**src/rtl/ram_sweep_clr.sv**
```systemverilog
// ram_sweep_clr: single-port synchronous RAM with a registered read port.
// Read-during-write is write-first. A hardware sweep zeroes one word per cycle
// after reset or a ZERO pulse. BUSY reports when requests are refused.
module ram_sweep_clr #(
   parameter  int WIDTH = 8,
   parameter  int DEPTH = 4,
   localparam int AW    = (DEPTH > 1) ? $clog2(DEPTH) : 1
) (
   input  logic             CLK_,
   input  logic             CLR,
   input  logic             ZERO,
   input  logic             WE,
   input  logic             RE,
   input  logic [AW-1:0]    ADDR,
   input  logic [WIDTH-1:0] DIN,
   output logic [WIDTH-1:0] DOUT,
   output logic             RVALID,
   output logic             BUSY,
   output logic             ERR
);

   // Two-state controller: SWEEP walks the pointer through every word, IDLE serves requests
   localparam logic [0:0] S_IDLE  = 1'b0;
   localparam logic [0:0] S_SWEEP = 1'b1;

   localparam logic [AW-1:0] PTR_LAST = AW'(DEPTH - 1);

   logic [0:0]       r_state;
   logic [AW-1:0]    r_ptr;
   logic [WIDTH-1:0] r_dout;
   logic             r_rvalid;
   logic             r_err;
   logic [WIDTH-1:0] r_mem [DEPTH];

   logic             w_busy;
   logic             w_accept;
   logic             w_wr_ok;
   logic             w_rd_ok;
   logic             w_drop;
   logic             w_sweep_wr;
   logic             w_mem_we;
   logic [AW-1:0]    w_mem_addr;
   logic [WIDTH-1:0] w_mem_din;

   // Request qualification and the shared memory write port
   always_comb begin
      w_busy     = (r_state == S_SWEEP);
      // A ZERO pulse in IDLE starts a sweep and takes precedence over requests
      w_accept   = !w_busy && !ZERO;
      w_wr_ok    = w_accept && WE;
      w_rd_ok    = w_accept && RE;
      w_drop     = (WE || RE) && !w_accept;
      // A ZERO during a sweep only rewinds the pointer; that cycle writes nothing
      w_sweep_wr = w_busy && !ZERO;
      w_mem_we   = !CLR && (w_sweep_wr || w_wr_ok);
      w_mem_addr = w_busy ? r_ptr : ADDR;
      w_mem_din  = w_busy ? '0 : DIN;
   end

   // Sweep controller: reset and ZERO both rewind to word 0, the last word returns to IDLE
   always_ff @(posedge CLK_) begin
      if (CLR) begin
         r_state <= S_SWEEP;
         r_ptr   <= '0;
      end else if (r_state == S_SWEEP) begin
         if (ZERO) begin
            r_ptr <= '0;
         end else begin
            // DEPTH is a power of two, so the increment wraps to 0 after the last word
            r_ptr <= r_ptr + AW'(1);
            if (r_ptr == PTR_LAST) begin
               r_state <= S_IDLE;
            end
         end
      end else if (ZERO) begin
         r_state <= S_SWEEP;
         r_ptr   <= '0;
      end
   end

   // Memory array write port, with no reset so that it maps onto block RAM
   always_ff @(posedge CLK_) begin
      if (w_mem_we) begin
         r_mem[w_mem_addr] <= w_mem_din;
      end
   end

   // Registered read port: write-first bypass on a same-cycle write, hold when idle
   always_ff @(posedge CLK_) begin
      if (CLR) begin
         r_dout   <= '0;
         r_rvalid <= 1'b0;
      end else begin
         r_rvalid <= w_rd_ok;
         if (w_rd_ok) begin
            // Single port, so a concurrent write always targets the read address
            r_dout <= WE ? DIN : r_mem[ADDR];
         end
      end
   end

   // Sticky error flag: any request refused by a sweep or a ZERO pulse, cleared only by CLR
   always_ff @(posedge CLK_) begin
      if (CLR) begin
         r_err <= 1'b0;
      end else if (w_drop) begin
         r_err <= 1'b1;
      end
   end

   assign DOUT   = r_dout;
   assign RVALID = r_rvalid;
   assign BUSY   = w_busy;
   assign ERR    = r_err;

endmodule

```
**config.mk**
```make
export PLATFORM = sky130hd
export DESIGN_NAME = ram_sweep_clr
export DESIGN_NICKNAME = d
export VERILOG_FILES = /design/src/rtl/ram_sweep_clr.sv
export SDC_FILE = /design/constraint.sdc
export NUM_CORES = 1
export LEC_CHECK = 0
export ABC_AREA = 1
export CAP_MARGIN = 20
export CORE_MARGIN = 5
export CORE_UTILIZATION = 45
export CTS_CLUSTER_SIZE = 30
export DETAILED_ROUTE_END_ITERATION = 7
export GPL_TIMING_DRIVEN = 1
export PLACE_DENSITY = 0.65
export SLEW_MARGIN = 5
export SYNTH_ARGS = -nofsm -noshare
export SYNTH_HDL_FRONTEND = slang
export SYNTH_SLANG_ARGS = --single-unit
```
**constraint.sdc**
```tcl
create_clock -name CLK_ -period 2.6 [get_ports CLK_]
set_input_delay 0.39 -clock CLK_ [delete_from_list [all_inputs] [get_ports CLK_]]
set_output_delay 0.39 -clock CLK_ [all_outputs]
set_load 0.01 [all_outputs]
```
**After elaboration in Yosys (flattened, before gate mapping)**

Memories as Yosys holds them, arrays and structs flattened. A register that Yosys moved wholly into a read port is not among the register bits.
Index checks and enable logic that the tools add are counted.

- Mux-type cells: 11
- Equality and inequality tests: 1
- Reduce and logical (&&, ||, !) cells: 13
- $add $sub $neg: 1

Operator list:

| operator | number |
|---|---|
| 2-bit 2-to-1 mux | 4 |
| 8-bit 2-to-1 mux | 1 |
| 1-bit logical AND | 6 |
| 1-bit 2-to-1 mux | 6 |
| 1-bit logical NOT | 4 |
| 2-bit by 1-bit adder with 2-bit output, second input constant | 1 |
| 2-bit == test, second input constant | 1 |
| 1-bit logical OR | 2 |
| 2-bit nonzero test | 1 |

- Logic and storage cells: 31
- Bits in writable memories: 32
- Flip-flop bits (word level): 5
- Input bits: 15
- Memories kept: 1

Memory list:

| memory | depth | bits a word | read ports | clocked after Yosys merged registers in | wr ports | RTL line | text |
|---|---|---|---|---|---|---|---|
| r_mem | 4 | 8 | 1 | 1 | 1 | 33 | `logic [WIDTH-1:0] r_mem [DEPTH];` |

**Logic depth before layout (Yosys ltp)**

Gate-level depths: netlist of the first run.

- Depth after elaboration: 7
- Gate-level depth with buffers: 10

**Least setup slack after synthesis of the first run**

Ideal clock, no wire load.

- Path type: in2reg
- Start: input port ADDR[1]
- End: memory r_mem[0][0] (enable)
- Stages: 5
- Setup time: 370 ps
- Setup slack: 918 ps
- Buffers on the path: 1
- Data required time: 2230 ps
- Arrival: 1312 ps
- Cells stage by stage: inv_2 buf_2 o21ai_1 or2_1 nor2_1

- Cells in the longest elaborated chain, start to end: 1

RTL lines:

| item | RTL line | text |
|---|---|---|
| from (decl) | 14 | `input logic [AW-1:0] ADDR,` |
| 2-bit 2-to-1 mux | 56 | `w_mem_addr = w_busy ? r_ptr : ADDR;` |
| to (decl) | 33 |  |

No other way between the ends.

**Worst setup path after layout of the first run**

- Start: register r_state (netlist: BUSY)
- End: output port BUSY

RTL lines:

| item | RTL line | text |
|---|---|---|
| from (decl) | 28 | `logic [0:0] r_state;` |
| from (signal assigned) | 63 | `r_state <= S_SWEEP;` |
| from (signal assigned) | 72 | `r_state <= S_IDLE;` |
| from (signal assigned) | 76 | `r_state <= S_SWEEP;` |
| to (decl) | 18 | `output logic BUSY,` |

No word-level cell between the ends.

==> results of run 1 <==
## how the worst min path moves through the flow
stage	endpoint	slack (ps)	cells after the start
floorplan	BUSY	500	2
global placement	ERR	450	2
detailed placement	ERR	490	2
CTS	ERR	510	2
global route	ERR	530	2
finish	ERR	500	2
## power by group through the flow
| stage | clock [µW] | sequential (µW) | combinational [µW] |
|---|---|---|---|
| 6_report | 500 | 775 | 115 |
| 5_1_grt | 542 | 776 | 128 |
| 4_1_cts | 518 | 775 | 116 |
| 3_5_place_dp | 0 | 792 | 116 |
| 3_3_place_gp | 0 | 791 | 114 |
| 2_1_floorplan | 0 | 790 | 74.5 |
## cells in the final DEF, fill, tap and decap left out, types with 6 or more instances in the layout
| master | Yosys | layout |
|---|---|---|
| buf_4 | 1 | 7 |
| nor2_1 | 51 | 51 |
| dfxtp_1 | 13 | 13 |
| clkdlybuf4s50_1 | 0 | 25 |
| nand2_1 | 41 | 41 |
| nand3_1 | 23 | 23 |
| o21ai_1 | 6 | 6 |
| edfxtp_1 | 32 | 32 |
| inv_2 | 6 | 6 |
| o21ai_0 | 6 | 6 |
| inv_1 | 26 | 26 |
| o211ai_1 | 6 | 6 |
## layout make-up
class / count / area [µm²]
inverters: 33 / 126
clock inverters: 2 / 35.0
multi-input cells: 144 / 696
well taps: 52 / 65.1
clock buffers: 5 / 68.8
repair buffers: 32 / 303
flip-flops and latches: 45 / 1220
fillers: 413 / 1930
## logic make-up (layout without fill, tap and decap cells)
group | after synthesis | count (layout) | synth area share (%)
AO/OA/AOI/OAI | 19 | 19 | 5.23
adder cells (fa/ha/maj) | 1 | 1 | 0.594
buffers and inverters | 41 | 72 | 8.92
flip-flops | 45 | 45 | 58.0
AND/OR/NAND/NOR | 124 | 124 | 27.2
## metrics by stage
stage | hold WS, ps | power, µW | util [%] | std cells | setup WS (ps)
after floorplan | 502 | 865 | - | 230 | 918
after global placement | 453 | 905 | 54.3 | 306 | 534
after detailed placement | 492 | 907 | 54.3 | 306 | 497
after CTS | 505 | 1410 | 56.6 | 313 | 577
after global routing | 535 | 1450 | 56.6 | 313 | 521
final | 499 | 1390 | 56.6 | 313 | 603
## routing by layer
layer	global-route usage, %	vias up	part of all wire [%]
met5	0	-	0
met3	3.43	7	5.4
li1	-	798	-
met2	21.1	44	44
met1	20.4	644	49
met4	5.77	0	1.8
## synth_stat cells
| cell | n | area, µm² |
|---|---|---|
| nor2_1 | 51 | 191 |
| nand2_1 | 41 | 154 |
| edfxtp_1 | 32 | 961 |
| inv_1 | 26 | 97.6 |
| nand3_1 | 23 | 115 |
| dfxtp_1 | 13 | 260 |
| inv_2 | 6 | 22.5 |
| o211ai_1 | 6 | 45.0 |
| o21ai_0 | 6 | 30.0 |
| o21ai_1 | 6 | 30.0 |
| buf_2 | 4 | 20.0 |
| buf_6 | 3 | 33.8 |
| nand2_4 | 3 | 33.8 |
| nor2_8 | 3 | 60.1 |
| a21oi_1 | 1 | 5.00 |
| buf_4 | 1 | 7.51 |
| ha_1 | 1 | 12.5 |
| inv_4 | 1 | 6.26 |
| nand2_2 | 1 | 6.26 |
| nor2_2 | 1 | 6.26 |
| or2_1 | 1 | 6.26 |
## sequential cells by signal (all words and copies together) (netlist names)
name	count
RVALID	1
BUSY	1
DOUT	8
ERR	1
r_ptr	2
r_mem	32
==> results.toml, run 1 <==
[run_status]
status = "finished, final reports clean"

[power]
p_leak_uw = 0.00108
p_switching_uw = 291
cellPowerDensity_nw_per_um2 = 553
internal_power_uw = 1100
seqPwrFrac_pct = 55.7
peakVddDrop_mv = 0.424
p_comb_share_pct = 8.3
swShare_pct = 20.9
p_clk_share_pct = 36.0

[synthesis]
synth_seq_cells = 45
yosysUniqueCellTypes = 21
avgSynthCellArea_um2 = 9.15
ys_seq_area_share_pct = 58.0
syn-num-nets = 246
synth_cells = 230
syn-cell-area_um2 = 2100
synth_warnings = 0

[critical_path]
max_stage_delay_ps = 670
worstSetupPathType = "register to output port"
arrival_ps = 1610
startpoint = "BUSY"
crit_slowest_cell = "dfxtp_1"
crit_chain = "clkdlybuf4s50_1"
reg2reg_depth = 6
path_max_fanout = 12
crit_cells = 1
cp_top_family = "flip-flops"
cp-endpoint = "BUSY"
cp.required_ps = 2210
start_kind = "register"
r2r-end = "r_mem[1][0]"
endpoint_kind = "output port"
rr_startpoint = "BUSY"
cp_num_buf_inv = 1
r2r_setup_slack_ps = 830

[cells_and_area]
stdcell_area_um2 = 2510
syn_to_final_growth_pct = 19.5
drive_above_1_share_pct = 11.1
antennaDiodeCount = 0
nets = 277

[clock_network]
insertion_delay_ps = 290
clock_path_buffers = 2
h-tree-depth = 2
clk_pin_slew_ps = 80
cts_tree = "done"
cts_sinks = 45
root_buffer = "clkbuf_8"
cts_setup_buffers = 0
cts_hold_buf = 0
cts_made_buffers = 5
post_cts_resized = 0

[floorplan]
ios = 26
start_util_pct = 47.4
coreArea_um2 = 4440
num_rows = 24
die_h_um = 78.4
dieArea_um2 = 6140
die_w_um = 78.4

[placement]
portBuffers = 25
gp_congestion = 0.812
dpl_cell_area_um2 = 2410
dp_hpwl_um = 2980

[routing]
drc = 0
via_per_inst = 4.77
dr_total_vias = 1493
wl_per_cell_um = 13.2
drtIter0Drc = 68
final_antenna_net_count = 0
totalWireLength_um = 4130
firstDrtPassIters = 4

[sta]
period_needed_ps = 2000
fin_skew_ps = 5.73
fmax_mhz = 501
fin_crit_sh_pct = 76.8
worst_slew_pin_slew_ps = 542
setup_violations = 0
hold_viol_final = 0
final_max_slew_viol_count = 0
setup_tns_ps = 0
maxSlewHeadroom_pct = 63.8
rsz0062_at_grt = "false"

[hold_path]
min_path_type = "register to register"
min-delay-start = "ERR"

[grt]
grt_overflow = 0
grt_use_total_pct = 14.3
grt_max_degree = 24
grt_pass1_vias = 1396
antenna_found_initial = 0
grt_pass1_wl_um = 6810

[flow_run]
max_cap_viol_count = 0
Note: power is estimated with default switching activity, not from simulation.
==> run 2, diff against run 1 <==
clock period = 2 ns   (was 2.6 ns; I/O delays follow)
==> run 2 against run 1 <==
Clock-buffer cell count did not move. Clock power rose by 17%. Critical path depth did not move. Critical path type unchanged. Die area did not move. Highest routed layer unchanged. Setup slack got worse by 430 ps. Core utilization rose by 0.62 points. Sequential share of layout area fell by 0.53 points. Total power rose by 26%. Worst hold slack got worse by 20 ps. Critical endpoint unchanged. Global-route usage fell by 0.71 points. First-iteration DRC count rose by 10%.
==> results.toml, run 2 (synthesis results as in run 1) <==
[clock_network]
cts_hold_buf = 0
cts_setup_buffers = 0
post_cts_resized = 0
cts_sinks = 45
h-tree-depth = 2
clk_pin_slew_ps = 90
insertion_delay_ps = 300
root_buffer = "clkbuf_8"
clock_path_buffers = 2
cts_made_buffers = 5
cts_tree = "done"

[sta]
maxSlewHeadroom_pct = 70.4
final_max_slew_viol_count = 0
hold_viol_final = 0
setup_tns_ps = 0
fmax_mhz = 547
fin_skew_ps = 4.52
worst_slew_pin_slew_ps = 444
fin_crit_sh_pct = 91.3
rsz0062_at_grt = "false"
period_needed_ps = 1830
setup_violations = 0

[cells_and_area]
syn_to_final_growth_pct = 20.8
largest_register_ffs = 32
nets = 282
drive_above_1_share_pct = 13.1
mostFrequentLayoutCells = "nor2_1, nand2_1, edfxtp_1"
largest_register = "r_mem"
stdcell_count = 319
final_common_cell = "nor2_1"
antennaDiodeCount = 0
fin_util_pct = 57.2

[grt]
grt_max_degree = 17
grt_use_total_pct = 13.6
antenna_found_initial = 0
grt_pass1_vias = 1412
grt_overflow = 0
grt_pass1_wl_um = 6490

[placement]
portBuffers = 25
dp_hpwl_um = 2940
gp_congestion = 0.816
dp.cells = 311

[routing]
dr_wl_met3_um = 202
final_antenna_net_count = 0
via_per_inst = 4.78
wl_met1_um = 1960
totalWireLength_um = 3950
wl_per_cell_um = 12.4
top_layer_used = "met4"
drtIter0Drc = 75
drc = 0
wl_met2_um = 1740
firstDrtPassIters = 4
dr_total_vias = 1526

[critical_path]
cp_num_buf_inv = 1
path_max_fanout = 11
max_stage_delay_ps = 630
cp.required_ps = 1700
r2r_setup_slack_ps = 360
start_kind = "register"
worstSetupPathType = "register to output port"
endpoint_kind = "output port"
startpoint = "BUSY"
crit_chain = "clkdlybuf4s50_1"
rr_startpoint = "BUSY"
crit_slowest_cell = "clkdlybuf4s50_1"
cp_top_family = "buffers and inverters"
arrival_ps = 1530

[floorplan]
coreArea_um2 = 4440
start_util_pct = 47.4
die_h_um = 78.4
die_w_um = 78.4
num_rows = 24
dieArea_um2 = 6140
ios = 26

[power]
p_switching_uw = 423
p_leak_uw = 0.00110
internal_power_uw = 1330
p_comb_share_pct = 9.0
peakVddDrop_mv = 0.335
p_clk_share_pct = 33.4
seqPwrFrac_pct = 57.6
swShare_pct = 24.2
cellPowerDensity_nw_per_um2 = 688

[flow_run]
max_cap_viol_count = 0

[hold_path]
min_path_type = "register to register"
min-delay-start = "ERR"

[run_status]
status = "finished, final reports clean"
==> run 2: final timing paths <==
kind                                     to  depth (start not counted)
worst max-delay path                   BUSY                          1
worst min-delay path                    ERR                          2
worst max register to register  r_mem[0][2]                          6
worst min register to register          ERR                          2
==> run 2: layer usage <==
metal	up-vias	global-route usage [%]
met5	-	0
met4	0	5.24
met3	3	2.97
met2	41	22.0
met1	667	18.0
li1	815	-
==> run 2: final cells by class <==
type / count / area (µm²)
Inverter: 33 / 126
Multi-Input combinational cell: 144 / 696
Clock inverter: 3 / 25.0
Sequential cell: 45 / 1220
Fill cell: 396 / 1900
Timing Repair Buffer: 37 / 340
Clock buffer: 5 / 68.8
Tap cell: 52 / 65.1
==> run 2: power groups by stage <==
| stage | combinational (µW) | clock (µW) | sequential [µW] |
|---|---|---|---|
| after global routing | 175 | 637 | 1010 |
| after global placement | 157 | 0 | 1030 |
| after detailed placement | 158 | 0 | 1030 |
| after floorplan | 96.9 | 0 | 1030 |
| final | 157 | 585 | 1010 |
| after CTS | 159 | 604 | 1010 |
==> run 2: stage by stage <==
step | instance area, µm² | power [µW] | hold slack (ps) | worst slack, ps
floorplan | 2100 | 1120 | 412 | 331
global placement | 2450 | 1180 | 452 | 101
detailed placement | 2450 | 1190 | 464 | 83.2
CTS | 2540 | 1770 | 485 | 154
global route | 2540 | 1820 | 542 | 125
finish | 2540 | 1750 | 479 | 173
==> run 3, diff against run 2 <==
clock period = 2.2 ns   (was 2 ns; I/O delays follow)
==> run 3 against run 2 <==
Sequential power shrank 9%. Critical path type unchanged. Core utilization decreased by 0.084 points. Flip-flop and latch count unchanged. Worst hold slack got worse by 3.8 ps. Highest routed layer unchanged. Setup slack better by 85 ps. Critical endpoint unchanged.
==> results.toml, run 3 (synthesis results as in run 1) <==
[clock_network]
insertion_delay_ps = 290
cts_made_buffers = 5
clock_path_buffers = 2
cts_setup_buffers = 0
post_cts_resized = 0
clk_pin_slew_ps = 70
cts_sinks = 45
cts_hold_buf = 0
root_buffer = "clkbuf_8"
h-tree-depth = 2
cts_tree = "done"

[routing]
dr_total_vias = 1491
firstDrtPassIters = 4
drc = 0
final_antenna_net_count = 0
totalWireLength_um = 3900
via_per_inst = 4.72
wl_per_cell_um = 12.3
drtIter0Drc = 55

[power]
internal_power_uw = 1310
p_leak_uw = 0.00110
p_comb_share_pct = 8.4
totalPowerFinal_uw = 1670
seqPwrFrac_pct = 54.9
peakVddDrop_mv = 0.470
swShare_pct = 21.3
p_switching_uw = 355
p_clk_share_pct = 36.7
cellPowerDensity_nw_per_um2 = 657

[sta]
rsz0062_at_grt = "false"
layout_setup_ws_ps = 259
worst_slew_pin_slew_ps = 561
fin_crit_sh_pct = 88.2
hold_viol_final = 0
final_max_slew_viol_count = 0
fmax_mhz = 515
fin_skew_ps = 8.91
setup_tns_ps = 0
maxSlewHeadroom_pct = 62.5
period_needed_ps = 1940
setup_violations = 0

[cells_and_area]
antennaDiodeCount = 0
fill_cells = 412
mostFrequentLayoutCells = "nor2_1, nand2_1, edfxtp_1"
syn_to_final_growth_pct = 20.6
largest_register_ffs = 32
final_common_cell = "nor2_1"
largest_register = "r_mem"
stdcell_count = 316
drive_above_1_share_pct = 12.1
nets = 279

[placement]
portBuffers = 25
dp.cells = 308
dp_slack_ps = 250
dp_hpwl_um = 2950
gp_congestion = 0.767

[run_status]
status = "finished, final reports clean"

[critical_path]
cp_top_family = "flip-flops"
start_kind = "register"
rr_startpoint = "BUSY"
path_max_fanout = 12
crit_slowest_cell = "dfxtp_1"
cp.required_ps = 1870
endpoint_kind = "output port"
cp_num_buf_inv = 1
crit_chain = "clkdlybuf4s50_1"
worstSetupPathType = "register to output port"
arrival_ps = 1610
max_stage_delay_ps = 680
r2r_setup_slack_ps = 480
r2r-end = "r_mem[0][7]"
reg2reg_depth = 5

[grt]
grt_pass1_vias = 1407
grt_pass1_wl_um = 6560
grt_use_total_pct = 13.8
grt_overflow = 0
grt_max_degree = 17
antenna_found_initial = 0

[hold_path]
min_path_cells = 2
whs_endpoint = "ERR"
min_path_type = "register to register"
min-delay-start = "ERR"

[floorplan]
die_w_um = 78.4
die_h_um = 78.4
dieArea_um2 = 6140
start_util_pct = 47.4
coreArea_um2 = 4440
num_rows = 24
ios = 26

[flow_run]
max_cap_viol_count = 0
run 3: area by class of cell:
cell class | instances | area, µm² | share of cell area [%]
flip-flops and latches | 45 | 1220 | 48.1
multi-input cells | 144 | 696 | 27.4
repair buffers | 34 | 318 | 12.5
inverters | 33 | 126 | 4.98
clock buffers | 5 | 68.8 | 2.71
well taps | 52 | 65.1 | 2.56
clock inverters | 3 | 43.8 | 1.72
run 3: worst reg2reg max path, stage by stage, from the launching register on:
cell	delay (ps)
dfxtp_1	680
inv_4	90
a21oi_1	280
inv_1	100
nor2_1	110
buf_4	180
run 3: power by group through the flow:
stage	sequential, µW	clock, µW	combinational [µW]
final	915	611	140
after CTS	915	634	141
after global routing	917	665	156
after detailed placement	935	0	141
after floorplan	934	0	88.1
after global placement	935	0	138
run 3: worst max path at each step:
stage               startpoint     endpoint  slack (ps)  cells after the start
global route              BUSY         BUSY         150                      1
floorplan                 BUSY  r_mem[0][0]         530                      6
detailed placement        ZERO  r_mem[0][6]         250                      6
global placement          ZERO  r_mem[0][1]         270                      6
finish                    BUSY         BUSY         260                      1
CTS                       BUSY         BUSY         220                      1
run 3: metrics by stage:
stage | area [µm²] | util, % | hold slack [ps]
6_report | 2540 | 57.1 | 475
5_1_grt | 2540 | 57.1 | 526
4_1_cts | 2540 | 57.1 | 483
3_5_place_dp | 2430 | 54.6 | 465
3_3_place_gp | 2430 | 54.6 | 453
2_1_floorplan | 2100 | - | 442
run 3: layer usage:
metal  up-vias  GRT usage [%]  part of all wire (%)  wire [µm]
met3         7           4.81                   5.5        216
met5         -              0                     0          0
met1       645           17.9                    51       1970
li1        802              -                     -          -
met4         0           5.59                   2.0         77
met2        37           21.2                    42       1630
